## src/rtl/sum4_arbiter.sv

```systemverilog
// sum4_arbiter: round-robin share of one 4-input adder tree, with returned sums routed back by a tag pipe.
// SUM4_ARB_PRIORITY_EN gives requester 0 strict priority over the round-robin group.
module sum4_arbiter #(
   parameter int NUM_REQ = 4,
   parameter int IDX_W   = 2,
   parameter int LATENCY = 2
) (
   input  logic                   clk,
   input  logic                   rst,
   input  logic                   en,
   input  logic [NUM_REQ-1:0]     req,
   input  logic [NUM_REQ*128-1:0] req_data,
   output logic [NUM_REQ-1:0]     gnt,
   output logic                   dp_valid,
   output logic [31:0]            dp_data_0,
   output logic [31:0]            dp_data_1,
   output logic [31:0]            dp_data_2,
   output logic [31:0]            dp_data_3,
   input  logic                   dp_res_valid,
   input  logic [31:0]            dp_res_data,
   output logic [NUM_REQ-1:0]     rsp_valid,
   output logic [31:0]            rsp_data,
   output logic                   busy,
   output logic                   err
);
   logic [IDX_W-1:0] ptr, gnt_idx, iss_idx, cand;
   logic [NUM_REQ-1:0] rr_req;
   logic rr_hit, pri_hit, arb_en;
   logic [127:0] sel_data;
   logic [LATENCY-1:0] tag_v;
   logic [IDX_W-1:0] tag_i [LATENCY];

   assign arb_en = en && rst;
`ifdef SUM4_ARB_PRIORITY_EN
   assign pri_hit = arb_en && req[0];
   assign rr_req = pri_hit ? '0 : {req[NUM_REQ-1:1], 1'b0};
`else
   assign pri_hit = 1'b0;
   assign rr_req = req;
`endif

   always_comb begin
      rr_hit = 1'b0;
      gnt_idx = '0;
      cand = '0;
      for (int k = 1; k <= NUM_REQ; k++) begin
         cand = IDX_W'((int'(ptr) + k) % NUM_REQ);
         if (!rr_hit && arb_en && rr_req[cand]) begin
            rr_hit = 1'b1;
            gnt_idx = cand;
         end
      end
   end

   assign gnt = (rr_hit || pri_hit) ? NUM_REQ'(1) << gnt_idx : '0;

   always_comb begin
      sel_data = '0;
      for (int i = 0; i < NUM_REQ; i++)
         if (gnt[i]) sel_data = req_data[128*i +: 128];
   end

   // priority grants leave the pointer alone so the round-robin group keeps its order
   always_ff @(posedge clk or negedge rst) begin
      if (!rst) begin
         ptr <= IDX_W'(NUM_REQ - 1);
         dp_valid <= 1'b0;
         iss_idx <= '0;
         {dp_data_3, dp_data_2, dp_data_1, dp_data_0} <= '0;
      end else begin
         if (rr_hit) ptr <= gnt_idx;
         dp_valid <= |gnt;
         if (|gnt) begin
            iss_idx <= gnt_idx;
            {dp_data_3, dp_data_2, dp_data_1, dp_data_0} <= sel_data;
         end
      end
   end

   always_ff @(posedge clk or negedge rst) begin
      if (!rst) begin
         tag_v <= '0;
         for (int i = 0; i < LATENCY; i++) tag_i[i] <= '0;
      end else begin
         tag_v[0] <= dp_valid;
         tag_i[0] <= iss_idx;
         for (int i = 1; i < LATENCY; i++) begin
            tag_v[i] <= tag_v[i-1];
            tag_i[i] <= tag_i[i-1];
         end
      end
   end

   // any disagreement between the head tag and dp_res_valid is a lost or orphan result
   always_ff @(posedge clk or negedge rst) begin
      if (!rst) begin
         rsp_valid <= '0;
         rsp_data <= '0;
         err <= 1'b0;
      end else begin
         rsp_valid <= (dp_res_valid && tag_v[LATENCY-1]) ? NUM_REQ'(1) << tag_i[LATENCY-1] : '0;
         if (dp_res_valid && tag_v[LATENCY-1]) rsp_data <= dp_res_data;
         err <= err | (dp_res_valid ^ tag_v[LATENCY-1]);
      end
   end

   assign busy = dp_valid | (|tag_v);
endmodule

```

## config.mk

```make
export PLATFORM = sky130hd
export DESIGN_NAME = sum4_arbiter
export DESIGN_NICKNAME = d
export VERILOG_FILES = /design/src/rtl/sum4_arbiter.sv
export SDC_FILE = /design/constraint.sdc
export NUM_CORES = 1
export LEC_CHECK = 0
export CAP_MARGIN = 15
export CORE_AREA = 3 3 281 283
export CTS_BUF_LIST = sky130_fd_sc_hd__clkbuf_8
export DETAILED_ROUTE_END_ITERATION = 7
export DIE_AREA = 0 0 284 286
export MAX_ROUTING_LAYER = met4
export PLACE_DENSITY = 0.45
export SLEW_MARGIN = 20
export SYNTH_ARGS = -nofsm -noshare
export SYNTH_HDL_FRONTEND = slang
export SYNTH_SLANG_ARGS = --single-unit
```

## constraint.sdc

```tcl
create_clock -name clk -period 2.3 [get_ports clk]
set_input_delay 0.46 -clock clk [delete_from_list [all_inputs] [get_ports clk]]
set_output_delay 0.46 -clock clk [all_outputs]
set_load 0.02 [all_outputs]
```

==> qor.yml, run 1 <==
outcome:
  run_status: "finished with violations"
  violations: "setup timing"
floorplan:
  die_w_um: 284
  io_pins: 723
  die_height_um: 286
  core-area_um2: 77000
  die-area_um2: 81200
  start_util_pct: 13.1
  rows: 102
power:
  ir_drop_uv: 310
  p_int_uw: 8410
  comb_power_share_pct: 50.8
  power_uw: 13600
  p_clk_share_pct: 16.7
  switching_share_pct: 38.3
  power_density_nw_per_um2: 674
  p_seq_share_pct: 32.5
  leakage_uw: 0.00873
  p_switching_uw: 5210
finish:
  final_util_pct: 26.2
  final_layout_size_suffix_gt1_share_pct: 17.6
  final_common_cell: "clkdlybuf4s50_1"
  regArea_um2: 4410
  multiInputGateArea_um2: 5500
  area_growth_pct: 101
  layout_common_cells: "clkdlybuf4s50_1 (716), mux2i_1 (235), dfrtp_1 (174)"
  n_fill_cell: 8130
  final_nets: 2148
  final_cells: 2651
global_route:
  antenna_found_initial: 3
  grt_pass1_wl_um: 75800
  grt_usage_pct: 13.1
  grt_pass1_vias: 11000
  grt-ovfl-total: 0
  grt_max_degree: 109
drt:
  drc_errors: 0
  wl_per_cell_um: 20.6
  vias_per_cell: 3.83
  drt-pass1-iter-count: 6
  wl_um: 54600
  route.vias.total: 10200
  drt_iter0_drc: 306
  antenna_left: 0
critical_path:
  critPathKind: "reg -> out"
  cp.required_ps: 1840
  startpoint_type: "register"
  end_kind: "output pin"
  cp_max_fo: 4
  cp.arrival_ps: 2240
logic_synthesis:
  synth_ff_type: "dfrtp_1"
  synth_fp_nets: 1387
  yosysWarnings: 0
  netlist_area_um2: 10100
  ys_seq_area_share_pct: 43.8
  synth_edf_count: 0
  ys_async_sr_fraction_pct: 100
  synthCells: 834
  yosysUniqueCellTypes: 39
  synth_seq_cells: 176
  avgSynthCellArea_um2: 12.1
clocking:
  cts.clk_slew.worst_paths_ps: 110
  cts.root.buffer_cell: "clkbuf_8"
  cts_tree: "built"
  insertion_delay_ps: 560
  numCtsBuffers: 17
  clock-sinks: 176
  ctsHtreeMaxLevel: 4
  cts_max_path_buffers: 2
timing:
  finalCriticalPeriod_ps: 2700
  fin_worst_skew_ps: 28.2
  finalHoldViolCount: 0
  setup_violations: 69
  finalCritPeriodShare_pct: 118
  rsz0062_at_grt: "true"
  final_max_slew_viol_count: 0
  fmax_mhz: 370
  timing.final.ws_setup_ps: -404
  slew_headroom_pct: 44.3
  tightest_slew_ps: 836
place:
  placed_cells: 2588
  place.gp.congestion: 0.962
  io_buffer_count: 722
  dpl.hpwl_um: 41200
min_path:
  worstHoldPathType: "reg -> reg"
job:
  drv_cap: 0
==> registers in the layout, summed over array words and instances (netlist names) <==
signal     count
rsp_valid      4
tag_i          4
ptr            2
tag_v          2
dp_valid       1
dp_data_0     32
dp_data_1     32
iss_idx        2
err            1
dp_data_2     32
rsp_data      32
dp_data_3     32
==> cell families after synthesis <==
| kind of cell | synth area share, % |
|---|---|
| muxes | 29.2 |
| DFF | 43.8 |
| and+or+nand+nor | 6.40 |
| AOI/OAI and AO/OA | 14.7 |
| buffers and inverters | 5.79 |
| adders and majority gates | 0.124 |
==> stage by stage <==
| step | setup WS [ps] | cell area (um2) | setup TNS [ps] | hold WS (ps) |
|---|---|---|---|---|
| CTS | -578 | 19700 | -6610 | 365 |
| floorplan | -3.53 | 10100 | -3.53 | 164 |
| global placement | -1180 | 18700 | -73550 | 339 |
| global route | -611 | 20200 | -19710 | 378 |
| finish | -404 | 20200 | -8150 | 345 |
| detailed placement | -1180 | 18700 | -76180 | 336 |
==> synthesized netlist by cell type, types with 8 or more instances <==
cell | count | share of area (%)
buf_6 | 16 | 1.8
mux2_2 | 32 | 3.6
mux2i_1 | 256 | 25
buf_12 | 8 | 1.6
a221oi_1 | 86 | 7.5
o221ai_2 | 25 | 3.7
buf_2 | 8 | 0.40
clkbuf_1 | 31 | 1.2
nand2_1 | 31 | 1.2
dfrtp_1 | 174 | 43
a221oi_2 | 17 | 2.5
nor2_1 | 107 | 4.0
==> area by class of cell <==
class	instances	area share, %
multi-input combinational	583	27.2
clock inverter	15	0.700
timing repair buffer	816	42.6
antenna	3	0.0372
sequential	176	21.8
tap	1040	6.44
clock buffer	17	1.16
inverter	1	0.0310
==> repair_timing <==
action / in CTS / in global routing
gates resized for setup: 80 / 61
buffers inserted: 13 / 2
cloned: 8 / 7
setup endpoints to repair: 115 / 119
hold buffers: 1 / 0
hold endpoints to repair: 25 / 0
pin swaps: 53 / 37
==> power groups by stage <==
stage | Clock (uW) | Combinational, uW | Sequential, uW
after CTS | 2470 | 6770 | 4430
final | 2270 | 6920 | 4420
after global placement | 0 | 6410 | 4470
after floorplan | 0 | 2010 | 5380
after detailed placement | 0 | 6430 | 4470
after global routing | 2580 | 7300 | 4530
==> metal layers <==
metal | global-route usage (%) | routed length (um) | vias to the layer above | part of all wire [%]
met1 | 14.4 | 21300 | 4935 | 39
met5 | - | 0 | - | 0
met2 | 22.3 | 28100 | 461 | 51
li1 | - | - | 4707 | -
met4 | 4.81 | 1590 | 0 | 2.9
met3 | 3.88 | 3690 | 57 | 6.8
==> critical path: stages, from the launching register on <==
cell and delay, ps:
dfstp_2 400, buf_4 140, or2b_1 220, a21o_1 190, a31oi_4 180, buf_12 140, nor2b_4 270, buf_6 170
==> worst paths after layout <==
| path | to | depth (start not counted) | startpoint | slack (ps) |
|---|---|---|---|---|
| worst max-delay path | gnt[3] | 7 | ptr[0] | -400 |
| worst min-delay path | tag_i[1] | 0 | tag_i[3] | 350 |
| worst max register to register | dp_data_3[9] | 12 | ptr[0] | -200 |
| worst min register to register | tag_i[1] | 0 | tag_i[3] | 350 |
| max in group asynchronous | dp_data_2[20] | 4 | rst | 630 |
| min in group asynchronous | rsp_valid[0] | 3 | rst | 540 |
(Power assumes the default switching activity.)
==> run 2: changes to the inputs <==
--- a/config.mk
+++ b/config.mk
@@ -8,6 +8,7 @@
 export CAP_MARGIN = 15
 export CORE_AREA = 3 3 281 283
 export CTS_BUF_LIST = sky130_fd_sc_hd__clkbuf_8
+export CTS_CLUSTER_DIAMETER = 120
 export DETAILED_ROUTE_END_ITERATION = 7
 export DIE_AREA = 0 0 284 286
 export MAX_ROUTING_LAYER = met4
==> constraint.sdc (replaced) <==
create_clock -name clk -period 2.8 [get_ports clk]
set_input_delay 0.56 -clock clk [delete_from_list [all_inputs] [get_ports clk]]
set_output_delay 0.56 -clock clk [all_outputs]
set_load 0.02 [all_outputs]
==> run 2 against run 1 <==
Compared with the run above:
- the run still ends with setup timing left
- via count shrank 0.90%
- total power fell by 20%
- worst setup slack better by 350 ps
- hold slack got worse by 170 ps
- critical path depth up 2
- cell count decreased by 1.0%
- count of clock-buffer cells in the layout stayed put
- non-clock buffer count down 25
- combinational power decreased by 24%
- clock skew rose by 2.3 ps
- highest routed layer unchanged
==> qor.yml, run 2 (synthesis results as in run 1) <==
critical_path:
  end_kind: "output pin"
  cp_slowest_cell: "clkdlybuf4s50_1"
  rrSetupSlack_ps: 90
  cp_cell_sequence: "clkdlybuf4s50_1 > buf_4 > or2b_1 > a21o_1 > a31oi_4 > buf_4 > buf_6 > and2_4 > buf_6"
  critPathKind: "in -> out"
  cp.arrival_ps: 2290
  cp.required_ps: 2240
  critPathLaunch: "req[1]"
  r2r-start: "ptr[0]"
  cpPeakStageDelay_ps: 470
  startpoint_type: "primary input"
  cp_max_fo: 4
drt:
  vias_per_cell: 3.84
  drc_errors: 0
  wl_um: 51700
  drt_iter0_drc: 271
  route.vias.total: 10100
  antenna_left: 0
  drt-pass1-iter-count: 4
  wl_per_cell_um: 19.7
floorplan:
  core-area_um2: 77000
  die-area_um2: 81200
  rows: 102
  io_pins: 723
  die_w_um: 284
  die_height_um: 286
  start_util_pct: 13.1
timing:
  timing.final.ws_setup_ps: -50.6
  finalCriticalPeriod_ps: 2850
  fmax_mhz: 351
  setup_violations: 2
  finalHoldViolCount: 0
  tightest_slew_ps: 947
  rsz0062_at_grt: "true"
  finalCritPeriodShare_pct: 102
  hold_slack_ps: 177
  final_max_slew_viol_count: 0
  fin_worst_skew_ps: 30.5
  slew_headroom_pct: 36.8
power:
  ir_drop_uv: 241
  power_uw: 10900
  leakage_uw: 0.00838
  power_density_nw_per_um2: 567
finish:
  regArea_um2: 4410
  final_layout_size_suffix_gt1_share_pct: 12.7
  final_nets: 2123
  final_common_cell: "clkdlybuf4s50_1"
  multiInputGateArea_um2: 5160
  layout_common_cells: "clkdlybuf4s50_1 (716), mux2i_1 (256), dfrtp_1 (174)"
  area_growth_pct: 91.4
  fin_area_um2: 19300
  final_cells: 2624
  n_fill_cell: 8194
clocking:
  cts.root.buffer_cell: "clkbuf_8"
  clock-sinks: 176
  insertion_delay_ps: 560
  cts_max_path_buffers: 2
  cts.clk_slew.worst_paths_ps: 140
  cts_tree: "built"
  numCtsBuffers: 17
  ctsHtreeMaxLevel: 4
place:
  placement.cell_area_um2: 18600
  dpl.hpwl_um: 40200
  place.gp.congestion: 0.967
  placed_cells: 2577
  io_buffer_count: 722
job:
  drv_cap: 0
outcome:
  run_status: "finished with violations"
  violations: "setup timing"
global_route:
  grt_max_degree: 59
  grt_pass1_vias: 10700
  grt_usage_pct: 12.6
  antenna_found_initial: 1
  grt-ovfl-total: 0
  grt_pass1_wl_um: 73800
min_path:
  worstHoldPathType: "in -> async"
-- run 2: cell count changes in the layout (fill, tap and decap cells not counted), sizes merged --
cell	delta
buf	-18
bufbuf	-1
clkbuf	-6
clkdlybuf4s15	-1
clkinv	-1
diode	-2
dlygate4sd2	+1
inv	+1
-- run 2: path summary, 6_finish.rpt --
check / to / cells past startpoint
max reg2reg: dp_data_3[25] / 11
min: rsp_data[15] / 2
min in group clk: tag_i[0] / 0
max in group asynchronous: dp_data_3[16] / 3
min reg2reg: tag_i[0] / 0
max: gnt[1] / 9
-- run 2: repair_timing --
| action | in CTS | in global routing |
|---|---|---|
| endpoints found under the hold margin | 4 | 0 |
| setup buffers | 5 | 8 |
| gates resized for setup | 29 | 21 |
| setup endpoints to repair | 4 | 54 |
| cloned | 0 | 1 |
| pin swaps | 6 | 11 |
| hold buffers | 1 | 0 |
-- run 2: cell type report --
class	instances	area share [%]
well taps	1040	6.76
clock inverters	15	0.936
multi-input cells	583	26.8
diodes	1	0.0130
clock buffers	17	1.21
inverters	1	0.0325
flip-flops and latches	176	22.9
repair buffers	791	41.4
-- run 2: stage by stage --
stage          utilization (%)  setup slack [ps]  setup TNS (ps)
6_report                  25.0             -50.6           -85.0
3_3_place_gp              24.2              -621          -46510
3_5_place_dp              24.2              -633          -47460
2_1_floorplan                -               249               0
5_1_grt                   25.0              -126            -542
4_1_cts                   24.8              -121            -183
-- run 2: worst max-delay path, delay by kind of cell --
family | cells | cell delay (ps)
buffers and inverters | 5 | 950
AO/OA/AOI/OAI | 2 | 410
AND/OR/NAND/NOR | 2 | 360
-- run 2: per-layer routing --
layer	GRT usage [%]	share of wire, %	wire length, um	vias to the layer above
met5	-	0	0	-
met2	22.0	53	27300	428
li1	-	-	-	4643
met1	14.0	39	20300	4961
met3	3.50	6.2	3200	37
met4	3.42	1.8	909	0
-- run 2: power by group --
| group | internal [uW] | switching, uW |
|---|---|---|
| Combinational | 2780 | 2490 |
| Clock | 692 | 1310 |
| Sequential | 3220 | 410 |
| Total | 6690 | 4220 |
==> run 3: changes to the inputs <==
--- a/config.mk
+++ b/config.mk
@@ -13,7 +13,6 @@
 export DIE_AREA = 0 0 284 286
 export MAX_ROUTING_LAYER = met4
 export PLACE_DENSITY = 0.45
-export SLEW_MARGIN = 20
 export SYNTH_ARGS = -nofsm -noshare
 export SYNTH_HDL_FRONTEND = slang
 export SYNTH_SLANG_ARGS = --single-unit
==> results of run 3 <==
Final layout, timing and power as in run 2 (identical DEF).
